<file path="config.mk">
export PLATFORM = sky130hd
export DESIGN_NAME = float32_to_fixed_stream
export DESIGN_NICKNAME = d
export VERILOG_FILES = /design/src/rtl/float32_fixed_pkg.sv /design/src/rtl/float32_fixed_align.sv /design/src/rtl/float32_to_fixed_stream.sv
export SDC_FILE = /design/constraint.sdc
export NUM_CORES = 1
export LEC_CHECK = 0
export ABC_AREA = 0
export CAP_MARGIN = 20
export CORE_MARGIN = 3
export CORE_UTILIZATION = 50
export DETAILED_ROUTE_END_ITERATION = 10
export PLACE_DENSITY = 0.79
export SLEW_MARGIN = 10
export SYNTH_ARGS = -nofsm -noshare
export SYNTH_HDL_FRONTEND = slang
export SYNTH_HIERARCHICAL = 1
export SYNTH_SLANG_ARGS = --single-unit
</file>
<file path="constraint.sdc">
create_clock -name clk -period 10.6 [get_ports clk]
set_input_delay 2.12 -clock clk [delete_from_list [all_inputs] [get_ports clk]]
set_output_delay 2.12 -clock clk [all_outputs]
set_load 0.005 [all_outputs]
</file>
<file path="src/rtl/float32_fixed_pkg.sv">
// Shared float32 field definitions, input classification and stage records
// for the pipelined float32 -> fixed-point converter.
package float32_fixed_pkg;

    localparam int unsigned F32_W     = 32;
    localparam int unsigned F32_EXP_W = 8;
    localparam int unsigned F32_MAN_W = 23;
    localparam int unsigned F32_BIAS  = 127;

    typedef enum logic [1:0] {
        ZERO,
        NORM,
        INF,
        NAN
    } f32_class_t;

    // S1 -> S2: unpacked input, mantissa carries the hidden bit
    typedef struct packed {
        logic                 sign;
        logic [F32_EXP_W-1:0] expo;
        logic [F32_MAN_W:0]   man;
        f32_class_t           cls;
    } s1_rec_t;

    // S2 -> S3: control part of the aligned word; the WOI+WOF magnitude
    // travels beside it because package structs cannot take parameters
    typedef struct packed {
        logic       sign;
        f32_class_t cls;
        logic       guard;
        logic       sticky;
        logic       ovf;
    } s2_rec_t;

    function automatic s1_rec_t unpack_f32(input logic [F32_W-1:0] f);
        s1_rec_t r;
        r.sign = f[F32_W-1];
        r.expo = f[F32_W-2 -: F32_EXP_W];
        r.man  = {(r.expo != '0), f[F32_MAN_W-1:0]};
        if (r.expo == '0)
            r.cls = ZERO;
        else if (r.expo == '1)
            r.cls = (f[F32_MAN_W-1:0] == '0) ? INF : NAN;
        else
            r.cls = NORM;
        return r;
    endfunction

endpackage

</file>
<file path="src/rtl/float32_fixed_align.sv">
// S2 combinational aligner: shifts the 24-bit mantissa to the WOI.WOF grid and
// reports guard, sticky and pre-rounding overflow against the signed range.
module float32_fixed_align
    import float32_fixed_pkg::*;
#(
    parameter int WOI = 10,
    parameter int WOF = 10
) (
    input  logic                 sign,
    input  logic [F32_EXP_W-1:0] expo,
    input  logic [F32_MAN_W:0]   man,
    output logic [WOI+WOF-1:0]   mag,
    output logic                 guard,
    output logic                 sticky,
    output logic                 ovf
);

    localparam int W  = WOI + WOF;
    localparam int MW = W + F32_MAN_W + 1;
    localparam logic signed [15:0] SH_OFS =
        16'(WOF - int'(F32_BIAS) - int'(F32_MAN_W));
    localparam logic [MW-1:0] LIM_POS = MW'((64'd1 << (W - 1)) - 64'd1);
    localparam logic [MW-1:0] LIM_NEG = MW'(64'd1 << (W - 1));

    logic signed [15:0] sh;
    logic [7:0]         rsh;
    logic [71:0]        ext;
    logic [MW-1:0]      wide;

    always_comb begin
        sh     = $signed({8'd0, expo}) + SH_OFS;
        rsh    = '0;
        ext    = '0;
        wide   = '0;
        guard  = 1'b0;
        sticky = 1'b0;
        ovf    = 1'b0;
        if (!sh[15]) begin
            // any left shift of W or more puts the hidden bit past the range
            if (sh >= 16'(W))
                ovf = 1'b1;
            else
                wide = MW'(man) << sh[7:0];
        end else begin
            // 48 spare bits below the mantissa; clamping at 71 keeps every
            // shifted-out bit inside the sticky window
            rsh    = (sh < -16'sd71) ? 8'd71 : 8'(-sh);
            ext    = {man, 48'd0} >> rsh;
            wide   = MW'(ext[71:48]);
            guard  = ext[47];
            sticky = |ext[46:0];
        end
        ovf = ovf | (wide > (sign ? LIM_NEG : LIM_POS));
        mag = wide[W-1:0];
    end

endmodule

</file>
<file path="src/rtl/float32_to_fixed_stream.sv">
// Three-stage valid/ready float32 -> signed WOI.WOF fixed-point converter.
// Optional statistics counters are built when FLOAT2FIXED_STATS_EN is defined.
module float32_to_fixed_stream
    import float32_fixed_pkg::*;
#(
    parameter int WOI   = 10,
    parameter int WOF   = 10,
    parameter int ROOF  = 1,
    parameter int ROUND = 1
) (
    input  logic               clk,
    input  logic               rstn,
    input  logic               i_valid,
    output logic               i_ready,
    input  logic [F32_W-1:0]   i_float,
    output logic               o_valid,
    input  logic               o_ready,
    output logic [WOI+WOF-1:0] o_fixed,
    output logic               o_upflow,
    output logic               o_downflow,
    input  logic               stat_clr,
    output logic [15:0]        stat_up_cnt,
    output logic [15:0]        stat_dn_cnt
);

    localparam int W = WOI + WOF;
    localparam logic [W-1:0] SAT_POS = {1'b0, {(W-1){1'b1}}};
    localparam logic [W-1:0] SAT_NEG = {1'b1, {(W-1){1'b0}}};
    localparam logic [W:0]   LIM_POS = {1'b0, SAT_POS};
    localparam logic [W:0]   LIM_NEG = {1'b0, SAT_NEG};

    logic          v1_q, v2_q;
    logic          rdy2, rdy3;
    s1_rec_t       s1_d, s1_q;
    s2_rec_t       s2_q;
    logic [W-1:0]  mag2_q;
    logic [W-1:0]  mag_a;
    logic          guard_a, sticky_a, ovf_a;
    logic [W:0]    rnd;
    logic          ovf3;
    logic [W-1:0]  res_signed, res_d;
    logic          up_d, dn_d;

    assign rdy3    = ~o_valid | o_ready;
    assign rdy2    = ~v2_q | rdy3;
    assign i_ready = ~v1_q | rdy2;
    assign s1_d    = unpack_f32(i_float);

    float32_fixed_align #(
        .WOI (WOI),
        .WOF (WOF)
    ) u_align (
        .sign   (s1_q.sign),
        .expo   (s1_q.expo),
        .man    (s1_q.man),
        .mag    (mag_a),
        .guard  (guard_a),
        .sticky (sticky_a),
        .ovf    (ovf_a)
    );

    always_comb begin
        rnd = {1'b0, mag2_q};
        if (ROUND != 0)
            rnd = rnd + (W+1)'(s2_q.guard);
        ovf3       = s2_q.ovf | (rnd > (s2_q.sign ? LIM_NEG : LIM_POS));
        res_signed = s2_q.sign ? (~rnd[W-1:0] + 1'b1) : rnd[W-1:0];
        res_d      = '0;
        up_d       = 1'b0;
        dn_d       = 1'b0;
        case (s2_q.cls)
            ZERO: ;
            NORM: begin
                up_d  = ovf3;
                res_d = (ovf3 && ROOF != 0) ? (s2_q.sign ? SAT_NEG : SAT_POS)
                                            : res_signed;
                dn_d  = (res_d == '0) && ((|mag2_q) | s2_q.guard | s2_q.sticky);
            end
            INF: begin
                res_d = s2_q.sign ? SAT_NEG : SAT_POS;
                up_d  = 1'b1;
            end
            NAN: up_d = 1'b1;
            default: ;
        endcase
    end

    always_ff @(posedge clk or negedge rstn) begin
        if (!rstn) begin
            v1_q       <= 1'b0;
            v2_q       <= 1'b0;
            o_valid    <= 1'b0;
            s1_q       <= '0;
            s2_q       <= '0;
            mag2_q     <= '0;
            o_fixed    <= '0;
            o_upflow   <= 1'b0;
            o_downflow <= 1'b0;
        end else begin
            if (i_ready) begin
                v1_q <= i_valid;
                if (i_valid)
                    s1_q <= s1_d;
            end
            if (rdy2) begin
                v2_q <= v1_q;
                if (v1_q) begin
                    s2_q   <= '{sign: s1_q.sign, cls: s1_q.cls, guard: guard_a,
                                sticky: sticky_a, ovf: ovf_a};
                    mag2_q <= mag_a;
                end
            end
            // output word only changes when empty or consumed, so it holds under backpressure
            if (rdy3) begin
                o_valid <= v2_q;
                if (v2_q) begin
                    o_fixed    <= res_d;
                    o_upflow   <= up_d;
                    o_downflow <= dn_d;
                end
            end
        end
    end

`ifdef FLOAT2FIXED_STATS_EN
    logic        out_fire;
    logic [15:0] up_cnt_q, dn_cnt_q;

    assign out_fire = o_valid & o_ready;

    always_ff @(posedge clk or negedge rstn) begin
        if (!rstn) begin
            up_cnt_q <= '0;
            dn_cnt_q <= '0;
        end else if (stat_clr) begin
            up_cnt_q <= '0;
            dn_cnt_q <= '0;
        end else if (out_fire) begin
            if (o_upflow && up_cnt_q != '1)
                up_cnt_q <= up_cnt_q + 16'd1;
            if (o_downflow && dn_cnt_q != '1)
                dn_cnt_q <= dn_cnt_q + 16'd1;
        end
    end

    assign stat_up_cnt = up_cnt_q;
    assign stat_dn_cnt = dn_cnt_q;
`else
    logic unused_stat_clr;
    assign unused_stat_clr = stat_clr;
    assign stat_up_cnt     = '0;
    assign stat_dn_cnt     = '0;
`endif

endmodule

</file>
After elaboration in Yosys (flattened, before gate mapping)
Cells that the tools add are included.
- add/subtract/negate cells: 4
- magnitude comparators: 4
- equal/unequal tests: 4
- shift-type cells: 2
- muxes and demuxes: 18
- bitwise gates (word level): 11
- reductions and logical operators: 11
- operator list (operator ; number):
    $mux W20 ; 5
    $mux W44 ; 2
    $shr A72 B8 Y72 ; 1
    $reduce_or A47 Y1 ; 1
    $gt A44 B44 Y1 ; 1
    $shl A24 B8 Y44 ; 1
    $pmux W20 S2 ; 1
    $logic_not A23 Y1 ; 1
    $add A20 B1 Y21 ; 1
    $gt A21 B20 Y1 ; 1
    $add A20 B1 Y20 const B ; 1
    $logic_not A20 Y1 ; 1
    $not A20 Y20 ; 1
    $reduce_or A20 Y1 ; 1
    $add A9 B9 Y10 const B ; 1
    $ge A10 B6 Y1 const B ; 1
    $lt A10 B8 Y1 const B ; 1
    $eq A8 B8 Y1 const B ; 1
    $logic_not A8 Y1 ; 1
    $mux W8 ; 1
    $neg A8 Y8 ; 1
    $reduce_bool A8 Y1 ; 1
    $or A1 B1 Y1 ; 7
    $mux W1 ; 6
    other kinds (8) ; 14
- bits in registers: 86
- input bits: 37
- output and inout port bits: 56
- word-level logic and storage cells: 70

Logic depth before layout (Yosys ltp)
Gate-level depths: netlist of run 1.
- depth after elaboration: 8
- gate-level depth with buffers: 28
- gate-level depth less buffers: 22

Hierarchy
The synthesis of run 1 kept the hierarchy.
- modules (own cells, without submodules) (module ; times used ; cells each ; area each (um^2) ; seq. area each (um^2)):
    float32_to_fixed_stream ; 1 ; 594 ; 5820.6 ; 2152.1
    float32_fixed_align ; 1 ; 670 ; 4256.6 ; 0.0

Worst setup path after synthesis of run 1
OpenSTA, ideal clock, no wires.
- kind: register to register
- from: register s1_q[26] (netlist bit)
- to: register s2_q[0] (netlist bit)
- setup time: 125 ps
- arrival: 5216 ps
- required time: 10475 ps
- setup slack: 5259 ps
- cell stages (with the launch flop): 25
- path buffers: 4
- clock period less this slack: 5341 ps
- cell sequence: dfrtp_1 clkbuf_1 inv_2 clkbuf_1 buf_1 ha_1 xnor2_1 buf_2 mux4_2 mux2_2 a22oi_1 o22ai_1 a221oi_1 o22ai_1 ha_1 nor2b_1 o21a_1 o21a_1 o21ai_0 o211ai_1 a221o_1 a21o_1 a21oi_1 o221ai_1 mux2_2
- longest elaborated chain between the ends: 7
- elaborated cells between the ends (all ways): 13
- classes of those cells: add/sub (2); order compare (3); shift (2); mux (5); bitwise (1)
- ends and longest elaborated chain (item ; line ; RTL):
    from (decl) ; float32_to_fixed_stream.sv:34 ; s1_rec_t s1_d, s1_q;
    from (signal assigned) ; float32_to_fixed_stream.sv:93 ; s1_q <= '0;
    from (signal assigned) ; float32_to_fixed_stream.sv:103 ; s1_q <= s1_d;
    $add A9 B9 Y10 * ; float32_fixed_align.sv:31 ; sh = $signed({8'd0, expo}) + SH_OFS;
    $neg A8 Y8 / $lt A10 B8 Y1 (equally long branches) ; float32_fixed_align.sv:47 ; rsh = (sh < -16'sd71) ? 8'd71 : 8'(-sh);
    $mux W8 ; float32_fixed_align.sv:47 ;
    $shr A72 B8 Y72 ; float32_fixed_align.sv:48 ; ext = {man, 48'd0} >> rsh;
    $mux W44 * ; float32_fixed_align.sv:38 ; if (!sh[15]) begin
    net mag_a[1] ; float32_to_fixed_stream.sv:37 ; logic [W-1:0] mag_a;
    $gt A44 B44 Y1 * ; float32_fixed_align.sv:53 ; ovf = ovf | (wide > (sign ? LIM_NEG : LIM_POS));
    $or A1 B1 Y1 * ; float32_fixed_align.sv:53 ;
    net ovf_a ; float32_to_fixed_stream.sv:38 ; logic guard_a, sticky_a, ovf_a;
    to (signal assigned) ; float32_to_fixed_stream.sv:108 ; s2_q <= '{sign: s1_q.sign, cls: s1_q.cls, guard: guard_a,
    to (decl) ; float32_to_fixed_stream.sv:35 ; s2_rec_t s2_q;
The timed path passes the listed nets; every way through them passes the cells marked *.
A chain may end at the register's enable or synchronous reset.

Final worst setup path of run 1
- from: register s1_q[27] (netlist bit)
- to: register s2_q[0] (netlist bit)
- longest elaborated chain between the ends: 7
- elaborated cells between the ends (all ways): 13
- classes of those cells: add/sub (2); order compare (3); shift (2); mux (5); bitwise (1)
- ends and longest elaborated chain (item ; line):
    $add A9 B9 Y10 * ; float32_fixed_align.sv:31
    $neg A8 Y8 / $lt A10 B8 Y1 (equally long branches) ; float32_fixed_align.sv:47
    $mux W8 ; float32_fixed_align.sv:47
    $shr A72 B8 Y72 ; float32_fixed_align.sv:48
    $mux W44 ; float32_fixed_align.sv:38
    $gt A44 B44 Y1 ; float32_fixed_align.sv:53
    $or A1 B1 Y1 * ; float32_fixed_align.sv:53
    net ovf_a ; float32_to_fixed_stream.sv:38
Marked as above.

==> results of run 1 <==
[cells by family after synthesis]
group / Yosys count / synth area share [%]
AO/OA/AOI/OAI: 374 / 25.4
XOR/XNOR: 50 / 4.57
adder cells (fa/ha/maj): 53 / 6.58
buffers and inverters: 156 / 8.21
flip-flops: 86 / 21.4
multiplexers: 103 / 11.6
other: 1 / 0.0372
AND/OR/NAND/NOR: 441 / 22.3
[registers in the layout, indices dropped and copies added, names as in the netlist]
name / flops
o_valid: 1
o_downflow: 1
o_upflow: 1
s1_q: 35
v1_q: 1
s2_q: 6
mag2_q: 20
o_fixed: 20
v2_q: 1
[synth_stat cells (all sizes together) (18+ instances only)]
library cell | n | area, um^2
nor3 | 35 | 175
nand2b | 20 | 125
nor4 | 21 | 153
o21ai | 78 | 398
nand2 | 134 | 503
a21oi | 83 | 423
buf | 72 | 512
inv | 29 | 109
clkbuf | 51 | 191
a31oi | 20 | 125
nand4 | 27 | 184
a211oi | 18 | 135
ha | 53 | 663
nand3 | 42 | 215
dfrtp | 86 | 2150
mux2i | 32 | 320
o22ai | 22 | 138
xnor2 | 38 | 348
nor2 | 80 | 305
mux2 | 67 | 754
a21o | 19 | 143
[worst reg2reg max path, cell delays in order (launching register included)]
cell      delay (ps)
dfrtp_1          870
clkinv_1         670
ha_1             520
nor2b_1          200
o221a_1          260
a22oi_2           70
buf_4            270
nor2_1           590
a21oi_1           80
a21oi_1          560
nor2_1           110
a221o_1          300
a21oi_1          280
ha_1             210
nor2b_1           40
o21a_1           170
o21a_1           160
o21ai_0          150
o211ai_1         140
a221o_1          340
a21o_1           170
a21oi_1          150
o221ai_1         140
mux2_2           280
[final cells by class]
| cell class | instances | area share, % |
|---|---|---|
| flip-flops and latches | 86 | 19.9 |
| clock inverters | 4 | 0.300 |
| multi-input cells | 1053 | 66.8 |
| clock buffers | 11 | 2.24 |
| repair buffers | 75 | 6.61 |
| well taps | 265 | 3.06 |
| inverters | 33 | 1.14 |
[worst paths after layout]
path | from | to | slack (ps) | cells past startpoint
hold reg to reg | o_fixed[1] | o_fixed[1] | 480 | 1
max in group asynchronous | rstn | s1_q[26] | 7790 | 2
setup reg to reg | s1_q[27] | s2_q[0] | 3750 | 23
hold / removal | o_fixed[1] | o_fixed[1] | 480 | 1
setup / recovery | s1_q[27] | s2_q[0] | 3750 | 23
min in group asynchronous | rstn | o_fixed[7] | 1590 | 1
[power by group through the flow]
stage,Combinational [mW],Clock [mW],Sequential [mW]
detailed placement,1.56,0,0.522
floorplan,1.19,0,0.469
global placement,1.54,0,0.518
global route,1.75,0.319,0.532
CTS,1.57,0.306,0.516
finish,1.62,0.300,0.519
[metal layers]
layer	global-route usage, %	share of wire, %
met5	0	0
met4	11.1	4.3
met3	3.62	7.4
met2	44.7	48
met1	35.5	41
[per-stage QoR]
step | cell area, um^2 | setup slack (ps) | utilization (%) | power (mW) | instances
floorplan | 10200 | 5260 | - | 1.66 | 1295
global placement | 10500 | 4140 | 53.6 | 2.06 | 1510
detailed placement | 10500 | 4060 | 53.6 | 2.08 | 1510
CTS | 10800 | 4000 | 55.0 | 2.39 | 1525
global route | 10800 | 3350 | 55.1 | 2.60 | 1527
finish | 10800 | 3750 | 55.1 | 2.44 | 1527
==> insert_results.sql, run 1 <==
INSERT INTO impl_metrics (metric_group, metric, value, unit) VALUES
('status', 'run_status', 'finished, final reports clean', ''),
('worst_setup_path', 'critical_path.slowest_cell', 'dfrtp_1', ''),
('power', 'clock_power_share', '12.3', '%'),
('route', 'drt-vias-per-instance', '6.54', ''),
('global_routing', 'grt_overflow', '0', ''),
('layout', 'nets', '1348', ''),
('cts', 'clock_latency_at_the_later_pin_of_the_worst_skew_pair', '350', 'ps'),
('power', 'logic_gate_share_of_total_power', '66.4', '%'),
('power', 'p_sw', '1.22', 'mW'),
('flow_run', 'maxCapViolCount', '0', ''),
('route', 'drt_first_pass_iters', '6', ''),
('worst_setup_path', 'cp_cell_sequence', 'clkinv_1 -> ha_1 -> nor2b_1 -> o221a_1 -> a22oi_2 -> buf_4 -> nor2_1 -> a21oi_1 -> a21oi_1 -> nor2_1 -> a221o_1 -> a21oi_1 -> ha_1 -> nor2b_1 -> o21a_1 -> o21a_1 -> o21ai_0 -> o211ai_1 -> a221o_1 -> a21o_1 -> a21oi_1 -> o221ai_1 -> mux2_2', ''),
('worst_setup_path', 'worst_path_dominant_cell_family', 'compound AO/OA/AOI/OAI gates', ''),
('timing', 'finalHoldViolations', '0', ''),
('route', 'drtIter0Drc', '912', ''),
('power', 'p_int', '1.22', 'mW'),
('cts', 'clock_tree.buffer_depth', '2', ''),
('timing', 'max_freq', '146', 'MHz'),
('hold_path', 'hold_path_class', 'reg -> reg', ''),
('worst_setup_path', 'critical_path_arrival', '7070', 'ps'),
('floorplanning', 'design.portCount', '93', ''),
('route', 'ant_nets', '0', ''),
('cts', 'postCtsResizedCells', '0', ''),
('route', 'finalWirelength', '30.1', 'mm'),
('cts', 'postCtsSetupBuffers', '0', ''),
('logic_synthesis', 'post_synth_inst_count', '1264', ''),
('route', 'drc_violations_left', '0', ''),
('global_routing', 'antenna_found_initial', '0', ''),
('power', 'power.static_leakage', '4.55', 'nW'),
('cts', 'clock-sinks', '86', ''),
('timing', 'report.final.setup_viol', '0', ''),
('logic_synthesis', 'yosys_register_bits', '86', ''),
('layout', 'drive_gt1_share', '10.8', '%'),
('logic_synthesis', 'mappedNetlistArea', '10100', 'um^2'),
('logic_synthesis', 'number_of_warnings_reported_in_the_yosys_synthesis_log', '6', ''),
('layout', 'fillerInstances', '1823', ''),
('layout', 'mostFrequentLayoutCell', 'nand2_1', ''),
('timing', 'tightest_slew', '1010', 'ps'),
('worst_setup_path', 'max_stage_delay', '870', 'ps'),
('floorplanning', 'placeableCoreArea', '19700', 'um^2'),
('timing', 'worst_clock_skew', '9.28', 'ps'),
('power', 'sequentialPowerShare', '21.3', '%'),
('logic_synthesis', 'synth_ff_type', 'dfrtp_1', ''),
('global_routing', 'global_route_wire_length_before_repair', '48.5', 'mm'),
('worst_setup_path', 'path_common_cell', 'a21oi_1', ''),
('worst_setup_path', 'critPathMaxFanout', '38', ''),
('timing', 'final.period_utilization', '64.6', '%'),
('floorplanning', 'rows', '51', ''),
('worst_setup_path', 'timing.critical_path.from_type', 'flop', ''),
('floorplanning', 'initial_core_util', '51.3', '%'),
('timing', 'maxSlewHeadroom', '32.6', '%'),
('place', 'port_buffers', '59', ''),
('logic_synthesis', 'async_reset_ff_share', '100', '%'),
('floorplanning', 'floorplan.die_area', '21900', 'um^2'),
('worst_setup_path', 'worstPathRequired', '10830', 'ps'),
('cts', 'numCtsBuffers', '9', ''),
('cts', 'cts_root_buf', 'clkbuf_16', ''),
('power', 'share_of_total_power_consumed_by_net_switching', '50.2', '%'),
('logic_synthesis', 'synth.distinct_cells', '99', ''),
('timing', 'setup-tns-final', '0', 'ps'),
('route', 'avgRoutedWirePerCell', '19.7', 'um'),
('layout', 'register_area', '2150', 'um^2'),
('global_routing', 'via_count_of_the_first_global_routing_pass', '9194', ''),
('layout', 'final_cell_mix', '134 x nand2_1, 85 x dfrtp_1, 81 x a21oi_1, 78 x nor2_1, 70 x o21ai_0', ''),
('timing', 'final-max-slew-violation-count', '0', ''),
('worst_setup_path', 'timing.critical_path.to_type', 'flop', ''),
('logic_synthesis', 'synth-edff-count', '0', ''),
('global_routing', 'grt_max_degree', '80', ''),
('cts', 'cts_tree', 'built', ''),
('place', 'detailed_place_hpwl', '22.6', 'mm'),
('layout', 'layout_overhead_on_the_synthesized_area', '7.44', '%');
Note: power is estimated with default switching activity, not from simulation.
==> run 2: changes to the inputs <==
- PLACE_DENSITY: 0.79 -> 0.82
- clock period: 10.6 -> 5.9 ns (I/O delays scaled with it)
==> insert_results.sql, run 2 (synthesis gave the netlist of run 1 again) <==
INSERT INTO impl_metrics (metric_group, metric, value, unit) VALUES
('worst_setup_path', 'crit_buf_inv', '2', ''),
('floorplanning', 'design.portCount', '93', ''),
('layout', 'largest_register_ffs', '35', ''),
('timing', 'final.period_utilization', '96.3', '%'),
('floorplanning', 'initial_core_util', '51.3', '%'),
('layout', 'post-route-util', '56.3', '%'),
('worst_setup_path', 'critical_path.slowest_cell', 'dfrtp_1', ''),
('place', 'dpl_worst_slack', '349', 'ps'),
('worst_setup_path', 'path_common_cell', 'a21oi_1', ''),
('route', 'num_vias', '10100', ''),
('timing', 'setup-tns-final', '0', 'ps'),
('global_routing', 'grt_overflow', '0', ''),
('layout', 'finalNonFillerCells', '1556', ''),
('power', 'power.static_leakage', '4.70', 'nW'),
('timing', 'report.final.setup_viol', '0', ''),
('timing', 'finalHoldViolations', '0', ''),
('timing', 'timing.final.crit_period', '5680', 'ps'),
('timing', 'worst_clock_skew', '14.5', 'ps'),
('timing', 'max_freq', '176', 'MHz'),
('place', 'port_buffers', '59', ''),
('cts', 'numCtsBuffers', '9', ''),
('power', 'post-layout-total-power', '4.52', 'mW'),
('layout', 'reg.largest.list', 's1_q (35), mag2_q (20), o_fixed (20)', ''),
('power', 'pwr_density_cell', '409', 'nW/um^2'),
('place', 'place.gp.congestion', '0.999', ''),
('cts', 'postCtsHoldBufs', '0', ''),
('hold_path', 'hold_path_class', 'reg -> reg', ''),
('route', 'drt-vias-per-instance', '6.50', ''),
('global_routing', 'gr-usage-all-layers', '28.1', '%'),
('cts', 'clock_tree.buffer_depth', '2', ''),
('layout', 'post-route-cell-area', '11100', 'um^2'),
('floorplanning', 'dieWidth', '148', 'um'),
('global_routing', 'via_count_of_the_first_global_routing_pass', '9419', ''),
('timing', 'final-max-slew-violation-count', '0', ''),
('worst_setup_path', 'worstPathRequired', '6150', 'ps'),
('power', 'ir_drop', '162', 'uV'),
('worst_setup_path', 'timing.critical_path.to_type', 'flop', ''),
('floorplanning', 'floorplan.die_area', '21900', 'um^2'),
('worst_setup_path', 'critPathMaxFanout', '13', ''),
('cts', 'cts_tree', 'built', ''),
('cts', 'clock-sinks', '86', ''),
('timing', 'tightest_slew', '903', 'ps'),
('timing', 'hold_ws', '480', 'ps'),
('global_routing', 'global_route_wire_length_before_repair', '50.0', 'mm'),
('worst_setup_path', 'cp_cell_sequence', 'ha_1 -> buf_4 -> xnor2_2 -> o221a_1 -> a22o_1 -> buf_4 -> a21oi_1 -> nor3_1 -> a21oi_1 -> nor2_1 -> a211oi_1 -> o32ai_1 -> ha_1 -> a21o_1 -> a21o_1 -> a21oi_1 -> o211ai_1 -> a221o_1 -> a21o_1 -> a21oi_1 -> o221ai_1 -> mux2_2', ''),
('route', 'avgRoutedWirePerCell', '20.3', 'um'),
('floorplanning', 'placeableCoreArea', '19700', 'um^2'),
('cts', 'cts_root_buf', 'clkbuf_16', ''),
('worst_setup_path', 'critical_path_arrival', '5930', 'ps'),
('layout', 'fillerInstances', '1840', ''),
('worst_setup_path', 'max_stage_delay', '540', 'ps'),
('layout', 'registers.top_by_ff_count', 's1_q', ''),
('timing', 'grt_setup_unrepaired', 'false', ''),
('layout', 'mostFrequentLayoutCell', 'nand2_1', ''),
('global_routing', 'grt_max_degree', '81', ''),
('place', 'dpl.cell_count', '1534', ''),
('status', 'run_status', 'finished, final reports clean', ''),
('layout', 'drive_gt1_share', '12.9', '%'),
('timing', 'final_critical_path_setup_slack', '216', 'ps'),
('layout', 'layout_overhead_on_the_synthesized_area', '9.71', '%'),
('place', 'detailed_place_hpwl', '24.2', 'mm'),
('layout', 'num_antenna_cells', '0', ''),
('place', 'place_area', '10700', 'um^2'),
('route', 'finalWirelength', '31.6', 'mm'),
('worst_setup_path', 'worst_path_dominant_cell_family', 'compound AO/OA/AOI/OAI gates', ''),
('worst_setup_path', 'timing.critical_path.from_type', 'flop', ''),
('cts', 'clock_latency_at_the_later_pin_of_the_worst_skew_pair', '360', 'ps'),
('route', 'drc_violations_left', '0', ''),
('timing', 'maxSlewHeadroom', '39.8', '%'),
('flow_run', 'maxCapViolCount', '0', ''),
('route', 'drtIter0Drc', '1033', ''),
('worst_setup_path', 'worstSetupPathType', 'reg -> reg', ''),
('global_routing', 'antenna_found_initial', '0', ''),
('floorplanning', 'rows', '51', ''),
('layout', 'nets', '1376', ''),
('cts', 'register_clock_pin_slew_on_the_reported_worst_setup_and_hold_paths', '70', 'ps'),
('route', 'ant_nets', '0', ''),
('route', 'drt_first_pass_iters', '6', ''),
('layout', 'final_cell_mix', '133 x nand2_1, 85 x dfrtp_1, 81 x a21oi_1, 78 x nor2_1, 70 x o21ai_0', ''),
('cts', 'h-tree-depth', '3', ''),
('floorplanning', 'chipHeight', '148', 'um');
==> run 2: repair_timing <==
item                       in CTS  in global routing
setup endpoints to repair       0                  1
resized for setup               0                  1
buffers inserted                0                  5
==> run 2: layout make-up <==
class	instances	area, um^2	area share [%]
clock buffers	10	239	2.16
repair buffers	103	926	8.37
clock inverters	6	52.6	0.475
well taps	265	332	3.00
inverters	33	124	1.12
multi-input cells	1053	7230	65.4
flip-flops and latches	86	2150	19.5
==> run 2: final timing paths <==
check	to	cells past startpoint	slack, ps	from
worst min-delay path	o_fixed[5]	2	480	o_fixed[5]
worst min register to register	o_fixed[5]	2	480	o_fixed[5]
worst max register to register	s2_q[0]	22	220	s1_q[28]
worst max-delay path	s2_q[0]	22	220	s1_q[28]
max in group asynchronous	s1_q[26]	2	4070	rstn
min in group asynchronous	o_fixed[5]	1	690	rstn
==> run 2: layer usage <==
metal  global-route usage [%]  wire [um]  up-vias
li1                         -          -     4723
met1                     38.0      13300     4798
met2                     44.8      14500      504
met3                     4.35       2440       83
met4                     11.8       1280        0
met5                        0          0        -
==> run 2: worst reg2reg max path, cell delays in order (launching register included) <==
cell	delay, ps
dfrtp_1	540
ha_1	290
buf_4	170
xnor2_2	280
o221a_1	310
a22o_1	340
buf_4	290
a21oi_1	110
nor3_1	450
a21oi_1	190
nor2_1	130
a211oi_1	80
o32ai_1	340
ha_1	370
a21o_1	160
a21o_1	170
a21oi_1	150
o211ai_1	130
a221o_1	350
a21o_1	180
a21oi_1	130
o221ai_1	130
mux2_2	290
==> run 2: report_power, final <==
| group | internal, mW | leakage [nW] | switching [mW] |
|---|---|---|---|
| logic | 1.24 | 3.47 | 1.76 |
| registers | 0.721 | 1.09 | 0.221 |
| clock network | 0.305 | 0.143 | 0.277 |
| total | 2.26 | 4.70 | 2.25 |
==> run 3: changes to the inputs <==
- CORE_UTILIZATION: 50 -> 30
- PLACE_DENSITY: 0.82 -> 0.57
==> insert_results.sql, run 3 (synthesis gave the netlist of run 1 again) <==
INSERT INTO impl_metrics (metric_group, metric, value, unit) VALUES
('floorplanning', 'dieWidth', '189', 'um'),
('flow_run', 'maxCapViolCount', '0', ''),
('cts', 'numCtsBuffers', '9', ''),
('global_routing', 'gr-usage-all-layers', '18.0', '%'),
('route', 'finalWirelength', '33.5', 'mm'),
('worst_setup_path', 'startpoint', 's1_q[28]', ''),
('route', 'num_vias', '9873', ''),
('timing', 'final_critical_path_setup_slack', '361', 'ps'),
('place', 'port_buffers', '59', ''),
('worst_setup_path', 'worst-r2r-setup-slack', '360', 'ps'),
('place', 'place.gp.congestion', '0.963', ''),
('place', 'dpl_worst_slack', '174', 'ps'),
('place', 'detailed_place_hpwl', '26.0', 'mm'),
('worst_setup_path', 'worst_r2r_startpoint', 's1_q[28]', ''),
('floorplanning', 'design.portCount', '93', ''),
('layout', 'registers.top_by_ff_count', 's1_q', ''),
('layout', 'drive_gt1_share', '13.2', '%'),
('layout', 'layout_overhead_on_the_synthesized_area', '12.3', '%'),
('cts', 'clock_tree.buffer_depth', '2', ''),
('cts', 'postCtsHoldBufs', '0', ''),
('layout', 'reg.largest.list', 's1_q (35), mag2_q (20), o_fixed (20)', ''),
('worst_setup_path', 'timing.critical_path.from_type', 'flop', ''),
('global_routing', 'grt_util_met2', '30.7', '%'),
('timing', 'timing.final.crit_period', '5540', 'ps'),
('route', 'drt-vias-per-instance', '5.68', ''),
('global_routing', 'grt_util_met3', '2.20', '%'),
('global_routing', 'via_count_of_the_first_global_routing_pass', '9337', ''),
('place', 'place_area', '11000', 'um^2'),
('global_routing', 'grt_overflow', '0', ''),
('timing', 'max_freq', '181', 'MHz'),
('cts', 'clock_latency_at_the_later_pin_of_the_worst_skew_pair', '360', 'ps'),
('timing', 'finalHoldViolations', '0', ''),
('layout', 'num_antenna_cells', '0', ''),
('route', 'drtIter0Drc', '946', ''),
('layout', 'post-route-cell-area', '11300', 'um^2'),
('timing', 'hold_ws', '478', 'ps'),
('route', 'avgRoutedWirePerCell', '19.2', 'um'),
('timing', 'final.period_utilization', '93.9', '%'),
('floorplanning', 'placeableCoreArea', '32800', 'um^2'),
('worst_setup_path', 'critPathMaxFanout', '17', ''),
('floorplanning', 'floorplan.die_area', '35800', 'um^2'),
('global_routing', 'globalRoute.busiestLayer', 'met2', ''),
('power', 'sequentialPowerShare', '20.2', '%'),
('worst_setup_path', 'critical_path_arrival', '5790', 'ps'),
('global_routing', 'globalRouteMet1Util', '23.6', '%'),
('worst_setup_path', 'worstPathRequired', '6150', 'ps'),
('timing', 'maxSlewHeadroom', '41.7', '%'),
('global_routing', 'grt_max_degree', '81', ''),
('cts', 'cts_tree', 'built', ''),
('status', 'run_status', 'finished, final reports clean', ''),
('cts', 'h-tree-depth', '3', ''),
('route', 'drt_first_pass_iters', '6', ''),
('timing', 'worst_clock_skew', '7.00', 'ps'),
('hold_path', 'hold_end', 's1_q[0]', ''),
('timing', 'final-max-slew-violation-count', '0', ''),
('cts', 'clock-sinks', '86', ''),
('power', 'power.static_leakage', '4.72', 'nW'),
('timing', 'report.final.setup_viol', '0', ''),
('cts', 'cts_root_buf', 'clkbuf_16', ''),
('global_routing', 'antenna_found_initial', '0', ''),
('power', 'ir_drop', '283', 'uV'),
('layout', 'mostFrequentLayoutCell', 'nand2_1', ''),
('worst_setup_path', 'timing.rr.end', 's2_q[0]', ''),
('hold_path', 'hold_path.startpoint', 's1_q[0]', ''),
('route', 'drc_violations_left', '0', ''),
('timing', 'setup-tns-final', '0', 'ps'),
('timing', 'grt_setup_unrepaired', 'false', ''),
('worst_setup_path', 'timing.critical_path.to_type', 'flop', ''),
('worst_setup_path', 'timing.reg2reg.worst_path_depth', '22', ''),
('cts', 'register_clock_pin_slew_on_the_reported_worst_setup_and_hold_paths', '70', 'ps'),
('power', 'clock_power_share', '12.8', '%'),
('power', 'share_of_total_power_consumed_by_net_switching', '50.2', '%'),
('hold_path', 'hold_path_class', 'reg -> reg', ''),
('route', 'ant_nets', '0', ''),
('floorplanning', 'initial_core_util', '30.7', '%'),
('power', 'p_int', '2.28', 'mW'),
('power', 'pwr_density_cell', '404', 'nW/um^2'),
('floorplanning', 'rows', '66', ''),
('power', 'p_sw', '2.30', 'mW'),
('hold_path', 'worst_hold_path.num_cells', '2', ''),
('floorplanning', 'chipHeight', '189', 'um'),
('layout', 'largest_register_ffs', '35', ''),
('power', 'logic_gate_share_of_total_power', '66.9', '%'),
('worst_setup_path', 'worstSetupPathType', 'reg -> reg', ''),
('layout', 'nets', '1381', ''),
('global_routing', 'global_route_wire_length_before_repair', '52.0', 'mm'),
('layout', 'final_cell_mix', '134 x nand2_1, 85 x dfrtp_1, 81 x a21oi_1, 78 x nor2_1, 70 x o21ai_0', ''),
('timing', 'tightest_slew', '874', 'ps');
run 3: cell types whose count changed in the layout (fill, tap and decap cells not counted), sizes merged:
cell	previous run	this run
buf	45	50
clkinvlp	1	2
inv	32	31
run 3: worst max path at each step:
stage                         end  cells past startpoint
after CTS                 s2_q[0]                     20
after global placement    s2_q[0]                     20
after floorplan           s2_q[0]                     24
after detailed placement  s2_q[0]                     20
after global routing      s2_q[0]                     20
final                     s2_q[0]                     22
run 3: power by group through the flow:
stage          clock network [mW]  registers (mW)  logic [mW]
2_1_floorplan                   0           0.842        2.14
3_3_place_gp                    0           0.931        2.97
3_5_place_dp                    0           0.937        2.99
4_1_cts                     0.605           0.925        3.00
5_1_grt                     0.624           0.952        3.31
6_report                    0.586           0.925        3.06
run 3: worst max-delay path: stages, from the launching register on:
cell and delay [ps]:
dfrtp_1 490, ha_1 380, xnor2_2 350, o221a_1 280
a22o_1 260, buf_4 300, a21oi_1 110, nor3_1 430
a21oi_1 180, nor2_1 110, a211oi_1 60, buf_4 180
o32ai_1 260, ha_1 340, a21o_1 160, a21o_1 160
a21oi_1 150, o211ai_1 120, a221o_1 340, a21o_1 170
a21oi_1 130, o221ai_1 140, mux2_2 290
run 3: layout make-up:
cell class	instances	area, um^2
Tap cell	442	553
Timing Repair Buffer	108	963
Clock buffer	10	239
Inverter	33	124
Fill cell	3500	21500
Clock inverter	6	52.6
Multi-Input combinational cell	1053	7230
Sequential cell	86	2150
run 3: timing repair:
| item | in CTS | in global routing |
|---|---|---|
| buffers inserted | 0 | 4 |
| setup endpoints to repair | 0 | 1 |
| gates resized for setup | 0 | 0 |
run 3: per-stage QoR:
step                      std cells  total power, mW  util, %
final                          1738             4.57     34.5
after global routing           1738             4.89     34.5
after CTS                      1733             4.53     34.4
after detailed placement       1717             3.93     33.5
after global placement         1717             3.90     33.5
after floorplan                1295             2.98        -
run 3: per-layer routing:
metal  routed length, um  part of all wire, %
met5                   0                    0
met3                1550                  4.6
met1               14700                   44
met4                1170                  3.5
met2               16000                   48
